[src/rtl/fetch_pkg.sv]
// Shared widths and FSM state encoding for the instruction fetch unit.
// Contents: ADDR_W, DATA_W, OPCODE_W, state_t (IDLE/READ/LOAD).
package fetch_pkg;

  localparam int ADDR_W   = 12;
  localparam int DATA_W   = 16;
  localparam int OPCODE_W = 4;

  typedef enum logic [1:0] {
    IDLE = 2'd0,
    READ = 2'd1,
    LOAD = 2'd2
  } state_t;

endpackage

[src/rtl/fetch_pc.sv]
// Program counter register: synchronous load/increment, async reset.
// Ports: clk, rst, load, inc, din[ADDR_W], pc[ADDR_W] (load beats inc).
module fetch_pc
  import fetch_pkg::*;
#(
  parameter logic [ADDR_W-1:0] RESET_PC = '0
) (
  input  logic              clk,
  input  logic              rst,
  input  logic              load,
  input  logic              inc,
  input  logic [ADDR_W-1:0] din,
  output logic [ADDR_W-1:0] pc
);

  // Increment wraps naturally at the top of the address space.
  always_ff @(posedge clk or posedge rst) begin
    if (rst)
      pc <= RESET_PC;
    else if (load)
      pc <= din;
    else if (inc)
      pc <= pc + 1'b1;
  end

endmodule

[src/rtl/fetch_unit.sv]
// Instruction fetch FSM (IDLE/READ/LOAD) feeding the instruction register.
// Ports: clk, rst, fetch_req, pc_load, pc_in, mem_rdata, mem_valid ->
//   mem_rd, mem_addr, insin, loadIR, pc, busy, fetch_err.
// Option: define FETCH_TIMEOUT_EN to abort READ after TIMEOUT cycles.
module fetch_unit
  import fetch_pkg::*;
#(
  parameter logic [ADDR_W-1:0] RESET_PC = 12'h000,
  parameter int                TIMEOUT  = 15
) (
  input  logic              clk,
  input  logic              rst,
  input  logic              fetch_req,
  input  logic              pc_load,
  input  logic [ADDR_W-1:0] pc_in,
  input  logic [DATA_W-1:0] mem_rdata,
  input  logic              mem_valid,
  output logic              mem_rd,
  output logic [ADDR_W-1:0] mem_addr,
  output logic [DATA_W-1:0] insin,
  output logic              loadIR,
  output logic [ADDR_W-1:0] pc,
  output logic              busy,
  output logic              fetch_err
);

  state_t state, nxt;
  logic   tmo;
  logic   in_idle, in_read, in_load;

  assign in_idle = (state == IDLE);
  assign in_read = (state == READ);
  assign in_load = (state == LOAD);

`ifdef FETCH_TIMEOUT_EN
  localparam int CW = $clog2(TIMEOUT + 1);

  logic [CW-1:0] cnt;

  // Abort on the last permitted READ cycle that still lacks data.
  assign tmo = in_read && !mem_valid &&
               (cnt == CW'(TIMEOUT - 1));

  always_ff @(posedge clk or posedge rst) begin
    if (rst) begin
      cnt       <= '0;
      fetch_err <= 1'b0;
    end else begin
      fetch_err <= tmo;
      if (in_read && !mem_valid && !tmo)
        cnt <= cnt + 1'b1;
      else
        cnt <= '0;
    end
  end
`else
  logic unused_timeout;

  assign unused_timeout = |TIMEOUT;
  assign tmo            = 1'b0;
  assign fetch_err      = 1'b0;
`endif

  always_ff @(posedge clk or posedge rst) begin
    if (rst)
      state <= IDLE;
    else
      state <= nxt;
  end

  // pc_load has priority; a simultaneous fetch_req is dropped.
  always_comb begin
    nxt = state;
    unique case (state)
      IDLE: begin
        if (pc_load)
          nxt = IDLE;
        else if (fetch_req)
          nxt = READ;
      end
      READ: begin
        if (mem_valid)
          nxt = LOAD;
        else if (tmo)
          nxt = IDLE;
      end
      LOAD:    nxt = IDLE;
      default: nxt = IDLE;
    endcase
  end

  always_ff @(posedge clk or posedge rst) begin
    if (rst)
      insin <= '0;
    else if (in_read && mem_valid)
      insin <= mem_rdata;
  end

  fetch_pc #(
    .RESET_PC (RESET_PC)
  ) u_pc (
    .clk  (clk),
    .rst  (rst),
    .load (in_idle && pc_load),
    .inc  (in_load),
    .din  (pc_in),
    .pc   (pc)
  );

  assign mem_rd   = in_read;
  assign mem_addr = pc;
  assign loadIR   = in_load;
  assign busy     = !in_idle;

endmodule
[config.mk]
export PLATFORM = sky130hd
export DESIGN_NAME = fetch_unit
export DESIGN_NICKNAME = d
export VERILOG_FILES = /design/src/rtl/fetch_pkg.sv /design/src/rtl/fetch_pc.sv /design/src/rtl/fetch_unit.sv
export SDC_FILE = /design/constraint.sdc
export NUM_CORES = 1
export LEC_CHECK = 0
export ABC_AREA = 1
export BUFFER_PORTS_ARGS = -buffer_cell sky130_fd_sc_hd__buf_4
export CORE_MARGIN = 8
export CORE_UTILIZATION = 35
export DETAILED_ROUTE_END_ITERATION = 7
export MAX_ROUTING_LAYER = met4
export PLACE_DENSITY = 0.65
export SLEW_MARGIN = 20
export SYNTH_ARGS = -nofsm -noshare
export SYNTH_HDL_FRONTEND = slang
export SYNTH_HIERARCHICAL = 1
export SYNTH_SLANG_ARGS = --single-unit
[constraint.sdc]
create_clock -name clk -period 1.7 [get_ports clk]
set_clock_uncertainty 0.05 [all_clocks]
set_input_delay 0.17 -clock clk [delete_from_list [all_inputs] [get_ports clk]]
set_output_delay 0.17 -clock clk [all_outputs]
set_load 0.02 [all_outputs]
==> impl_metrics.py, run 1 <==
metrics = {
    "pwr": {
        "comb_power_share_pct": 44.6,
        "swShare_pct": 41.4,
        "clkPwrFrac_pct": 18.9,
        "peakVddDrop_mv": 0.470,
        "finalPower_mw": 3.15,
        "p_per_area_nw_per_um2": 1400,
        "p_switching_mw": 1.31,
        "pwr-share-seq_pct": 36.5,
        "leakagePower_nw": 1.22,
        "intPower_mw": 1.85,
    },
    "grt": {
        "grt_pass1_vias": 1575,
        "antenna_found_initial": 0,
        "grt_max_degree": 20,
        "grt_usage_pct": 13.4,
        "grt_pass1_wl_um": 7490,
        "globalRoute.totalOverflow": 0,
    },
    "drt": {
        "drt_first_pass_iters": 4,
        "drt_iter0_drc": 123,
        "wire_per_inst_um": 14.2,
        "via_per_inst": 4.89,
        "dr_wl_met3_um": 295,
        "wl_met2_um": 2210,
        "drc": 0,
        "routed.top_layer": "met4",
        "m1WireLength_um": 1980,
        "routed_wl_um": 4610,
        "vias": 1585,
        "ant_nets": 0,
    },
    "clocking": {
        "cts_setup_buffers": 0,
        "clk_latency_ps": 280,
        "root_buffer": "clkbuf_8",
        "cts_tree": "done",
        "path_clk_slew_ps": 60,
        "numCtsBuffers": 5,
        "clock_sinks": 30,
        "clk_path_buf_depth": 2,
        "cts_htree_levels": 2,
    },
    "place": {
        "hpwl_um": 3370,
        "gp_congestion": 0.765,
        "io_buffers": 75,
    },
    "critical_path": {
        "endpoint": "mem_rd",
        "reg2reg_from": "state[0]",
        "crit_top_cell": "buf_4",
        "arrival_ps": 1230,
        "startpoint": "state[1]",
        "r2r_cells": 6,
        "path_cells": "inv_2 > buf_4 > nand2_1 > inv_1 > buf_4",
        "critPathRequiredTime_ps": 1480,
        "r2r_end": "u_pc/pc[3]",
        "crit_fanout": 19,
        "end_kind": "output port",
        "startpoint_type": "flip-flop",
        "r2r_slack_ps": 260,
        "slowest_delay_ps": 390,
        "criticalPathCategory": "flip-flop to output port",
        "slowest_stage": "dfrtp_1",
    },
    "yosys": {
        "syn_avg_cell_area_um2": 8.12,
        "synthesis.area_um2": 1660,
        "synth.distinct_cells": 25,
        "synth_cells": 204,
        "yosys_warnings": 6,
        "synth_nets": 238,
        "synth-seq-cells": 30,
        "yosysSeqAreaShare_pct": 45.3,
    },
    "floorplanning": {
        "core-area_um2": 4630,
        "initial_utilization_pct": 35.8,
        "ioPinCount": 77,
        "dieArea_um2": 7190,
        "die_h_um": 84.8,
        "fp.dieW_um": 84.8,
        "fp-row-count": 25,
    },
    "cells_and_area": {
        "fill_cells": 489,
        "area_delta_synth_final_pct": 36.2,
        "mostFrequentLayoutCell": "buf_4",
        "final_cell_mix": "79 x buf_4, 65 x nand2_1, 30 x dfrtp_1, 18 x nand4_1",
        "antennaDiodeCount": 0,
        "fin_nets": 303,
        "layout-drive-gt1-share_pct": 35.9,
    },
    "sta": {
        "rsz0062_at_grt": "false",
        "finalSetupTns_ps": 0,
        "finalSetupViolCount": 0,
        "period_share_pct": 85.3,
        "fmax_mhz": 690,
        "slew_headroom_pct": 55.4,
        "hold_ws_ps": 52.7,
        "hold_viol_final": 0,
        "worst_slew_pin_slew_ps": 668,
        "fin_crit_ps": 1450,
        "final_max_slew_viol_count": 0,
    },
    "run_status": {
        "outcome": "completed",
    },
    "worst_hold_path": {
        "hold_path_class": "primary input to flip-flop",
    },
    "job": {
        "cap_violations": 0,
    },
}
## worst max-delay path, delay by kind of cell, from the launching register on
kind	cells	cell delay, ps
buf+inv	4	490
flops	1	390
simple gates	1	70
## synthesized netlist by cell type (all sizes together)
cell type / count / share of area, %
ha: 1 / 0.76
o211ai: 2 / 0.91
conb: 1 / 0.23
inv: 18 / 4.1
xor2: 2 / 1.1
nor2: 11 / 3.2
o21ai: 4 / 1.2
nand4: 18 / 6.8
clkbuf: 1 / 0.23
or2: 1 / 0.38
buf: 21 / 9.9
o21a: 1 / 0.45
dfrtp: 30 / 45
nor3: 1 / 0.30
nand3: 16 / 5.6
nand2: 67 / 15
a22oi: 9 / 4.1
## how the worst min path moves through the flow
stage | depth (start not counted) | to | slack (ps) | from
after detailed placement | 2 | u_pc/pc[8] | 190 | rst
after CTS | 3 | u_pc/pc[1] | 50 | pc_in[1]
after global routing | 3 | u_pc/pc[1] | 50 | pc_in[1]
after floorplan | 1 | u_pc/pc[0] | -20 | rst
final | 3 | u_pc/pc[1] | 50 | pc_in[1]
after global placement | 2 | u_pc/pc[8] | 190 | rst
## registers in the layout, indices dropped and copies added, names as in the netlist
register / cells
state: 2
insin: 16
u_pc/pc: 12
## cell families after synthesis
family	synth area share, %
AOI/OAI and AO/OA	6.65
xor gates and xnor gates	1.06
adders and majority gates	0.755
buffers and inverters	14.2
DFF	45.3
other	0.226
and+or+nand+nor	31.8
## area by class of cell
type                       instances  area [um^2]  area share, %
multi-input combinational        134          676           30.0
inverter                          18         67.6           3.00
sequential                        30          751           33.3
clock inverter                     1         5.00          0.222
timing repair buffer              80          603           26.7
clock buffer                       7         86.3           3.83
tap                               54         67.6           3.00
## metrics by stage
stage / setup slack, ps / instance area (um^2) / utilization (%) / std cells
detailed placement: 84.4 / 2150 / 46.5 / 315
CTS: 26.7 / 2250 / 48.7 / 324
finish: 250 / 2260 / 48.7 / 324
global route: 122 / 2260 / 48.7 / 324
floorplan: 35.2 / 1660 / - / 204
global placement: 153 / 2150 / 46.5 / 315
## metal layers
| metal | vias up | global-route usage [%] |
|---|---|---|
| met5 | - | - |
| met4 | 0 | 7.12 |
| met3 | 11 | 4.29 |
| met2 | 63 | 21.0 |
| met1 | 721 | 15.0 |
| li1 | 790 | - |
## power by group through the flow
| stage | Clock [mW] | Combinational, mW | Sequential (mW) |
|---|---|---|---|
| global route | 0.645 | 1.52 | 1.19 |
| CTS | 0.607 | 1.43 | 1.15 |
| floorplan | 0 | 0.636 | 1.39 |
| global placement | 0 | 1.40 | 1.15 |
| finish | 0.595 | 1.41 | 1.15 |
| detailed placement | 0 | 1.42 | 1.17 |
## repair_timing
action	in CTS	in global routing
endpoints found under the hold margin	30	0
hold buffers	1	0
setup endpoints to repair	0	12
resized for setup	0	1
Note: power is estimated with default switching activity, not from simulation.
==> run 2, diff against run 1 <==
==> constraint.sdc (replaced) <==
create_clock -name clk -period 1.7 [get_ports clk]
set_clock_uncertainty 0.05 [all_clocks]
set_input_delay 0.085 -clock clk [delete_from_list [all_inputs] [get_ports clk]]
set_output_delay 0.085 -clock clk [all_outputs]
set_load 0.02 [all_outputs]
==> impl_metrics.py, run 2 (synthesized netlist as in run 1, its figures left out) <==
metrics = {
    "floorplanning": {
        "core-area_um2": 4630,
        "dieArea_um2": 7190,
        "fp-row-count": 25,
        "die_h_um": 84.8,
        "initial_utilization_pct": 35.8,
        "fp.dieW_um": 84.8,
        "ioPinCount": 77,
    },
    "critical_path": {
        "end_kind": "flip-flop",
        "critPathRequiredTime_ps": 1820,
        "r2r_slack_ps": 270,
        "criticalPathCategory": "flip-flop to flip-flop",
        "slowest_delay_ps": 460,
        "slowest_stage": "dfrtp_1",
        "startpoint": "u_pc/pc[0]",
        "startpoint_type": "flip-flop",
        "path_cells": "ha_1 > nand2_1 > nor2_2 > nand3_1 > nand3_1 > nand2_1",
        "crit_fanout": 7,
        "worst-path-stages": 6,
        "worst-path-buf-inv": 0,
        "arrival_ps": 1550,
        "reg2reg_from": "u_pc/pc[0]",
        "r2r_end": "u_pc/pc[8]",
        "r2r_cells": 6,
        "endpoint": "u_pc/pc[8]",
        "cpLargestDelayFamily": "simple AND/OR/NAND/NOR gates",
    },
    "clocking": {
        "clk_path_buf_depth": 2,
        "cts_htree_levels": 2,
        "root_buffer": "clkbuf_8",
        "numCtsBuffers": 5,
        "clock_sinks": 30,
        "path_clk_slew_ps": 60,
        "cts_tree": "done",
        "clk_latency_ps": 280,
        "cts_setup_buffers": 0,
    },
    "grt": {
        "grt_pass1_wl_um": 7760,
        "grt_max_degree": 20,
        "grt_usage_pct": 13.8,
        "antenna_found_initial": 0,
        "grt_pass1_vias": 1626,
        "globalRoute.totalOverflow": 0,
    },
    "cells_and_area": {
        "mostFrequentLayoutCell": "buf_4",
        "fin_nets": 318,
        "multi_input_area_um2": 676,
        "seqCellArea_um2": 751,
        "layout-drive-gt1-share_pct": 34.0,
        "top_register": "insin",
        "fin_area_um2": 2410,
        "antennaDiodeCount": 0,
        "area_delta_synth_final_pct": 45.2,
        "top_regs": "insin (16), u_pc/pc (12), state (2)",
        "final_cell_mix": "79 x buf_4, 65 x nand2_1, 30 x dfrtp_1, 18 x nand4_1, 16 x dlygate4sd3_1",
        "instances_no_fill": 339,
        "fill_cells": 475,
        "largest_register_ffs": 16,
    },
    "drt": {
        "wire_per_inst_um": 13.8,
        "drt_iter0_drc": 135,
        "routed_wl_um": 4680,
        "ant_nets": 0,
        "vias": 1643,
        "drc": 0,
        "drt_first_pass_iters": 4,
        "via_per_inst": 4.85,
    },
    "pwr": {
        "peakVddDrop_mv": 0.486,
        "p_per_area_nw_per_um2": 1320,
        "finalPower_mw": 3.18,
        "leakagePower_nw": 1.28,
    },
    "sta": {
        "hold_viol_final": 0,
        "final_max_slew_viol_count": 0,
        "worst_slew_pin_slew_ps": 668,
        "finalSetupViolCount": 0,
        "fin_crit_ps": 1430,
        "rsz0062_at_grt": "false",
        "finalSetupTns_ps": 0,
        "fmax_mhz": 698,
        "slew_headroom_pct": 55.4,
        "hold_ws_ps": 3.37,
        "period_share_pct": 84.3,
    },
    "worst_hold_path": {
        "hold_path_class": "primary input to flip-flop",
    },
    "place": {
        "io_buffers": 75,
        "hpwl_um": 3370,
        "post_dp_cell_area_um2": 2150,
        "gp_congestion": 0.765,
        "dp.cells": 315,
    },
    "job": {
        "cap_violations": 0,
    },
    "run_status": {
        "outcome": "completed",
    },
}
## run 2: worst min-delay path by stage
stage,from,end,slack [ps],cells past startpoint
after global placement,rst,u_pc/pc[8],100,2
after global routing,mem_rdata[6],insin[6],10,3
final,mem_rdata[8],insin[8],3,3
after detailed placement,rst,u_pc/pc[8],100,2
after CTS,mem_rdata[8],insin[8],1,3
after floorplan,rst,u_pc/pc[0],-100,1
## run 2: timing repair
item                                   in CTS  in global routing
resized for setup                           0                  1
setup endpoints to repair                   0                 12
endpoints found under the hold margin      45                  0
hold buffers                               16                  0
## run 2: cell type report
type,instances,area share (%)
multi-input cells,134,28.1
well taps,54,2.81
repair buffers,95,31.3
clock inverters,1,0.208
flip-flops and latches,30,31.2
clock buffers,7,3.59
inverters,18,2.81
## run 2: worst min-delay path, stage by stage
cell and delay [ps]:
buf_4 80, nand4_1 80, nand2_1 70
## run 2: per-layer routing
metal / up-vias / global-route usage [%] / share of wire (%)
li1: 821 / - / -
met4: 0 / 7.12 / 2.9
met2: 58 / 21.6 / 48
met5: - / - / 0
met3: 11 / 4.29 / 6.0
met1: 753 / 15.6 / 43
## run 2: where the power goes
group          total [mW]  internal (mW)  leakage (nW)  switching, mW
Combinational        1.43          0.614         0.858          0.819
Clock               0.594          0.326        0.0482          0.268
Sequential           1.15          0.929         0.374          0.222
Total                3.18           1.87          1.28           1.31
## run 2: metrics by stage
stage	util, %	setup slack (ps)
after CTS	51.9	26.7
after floorplan	-	35.2
after global routing	52.0	113
after global placement	46.5	153
after detailed placement	46.5	84.4
final	52.0	267
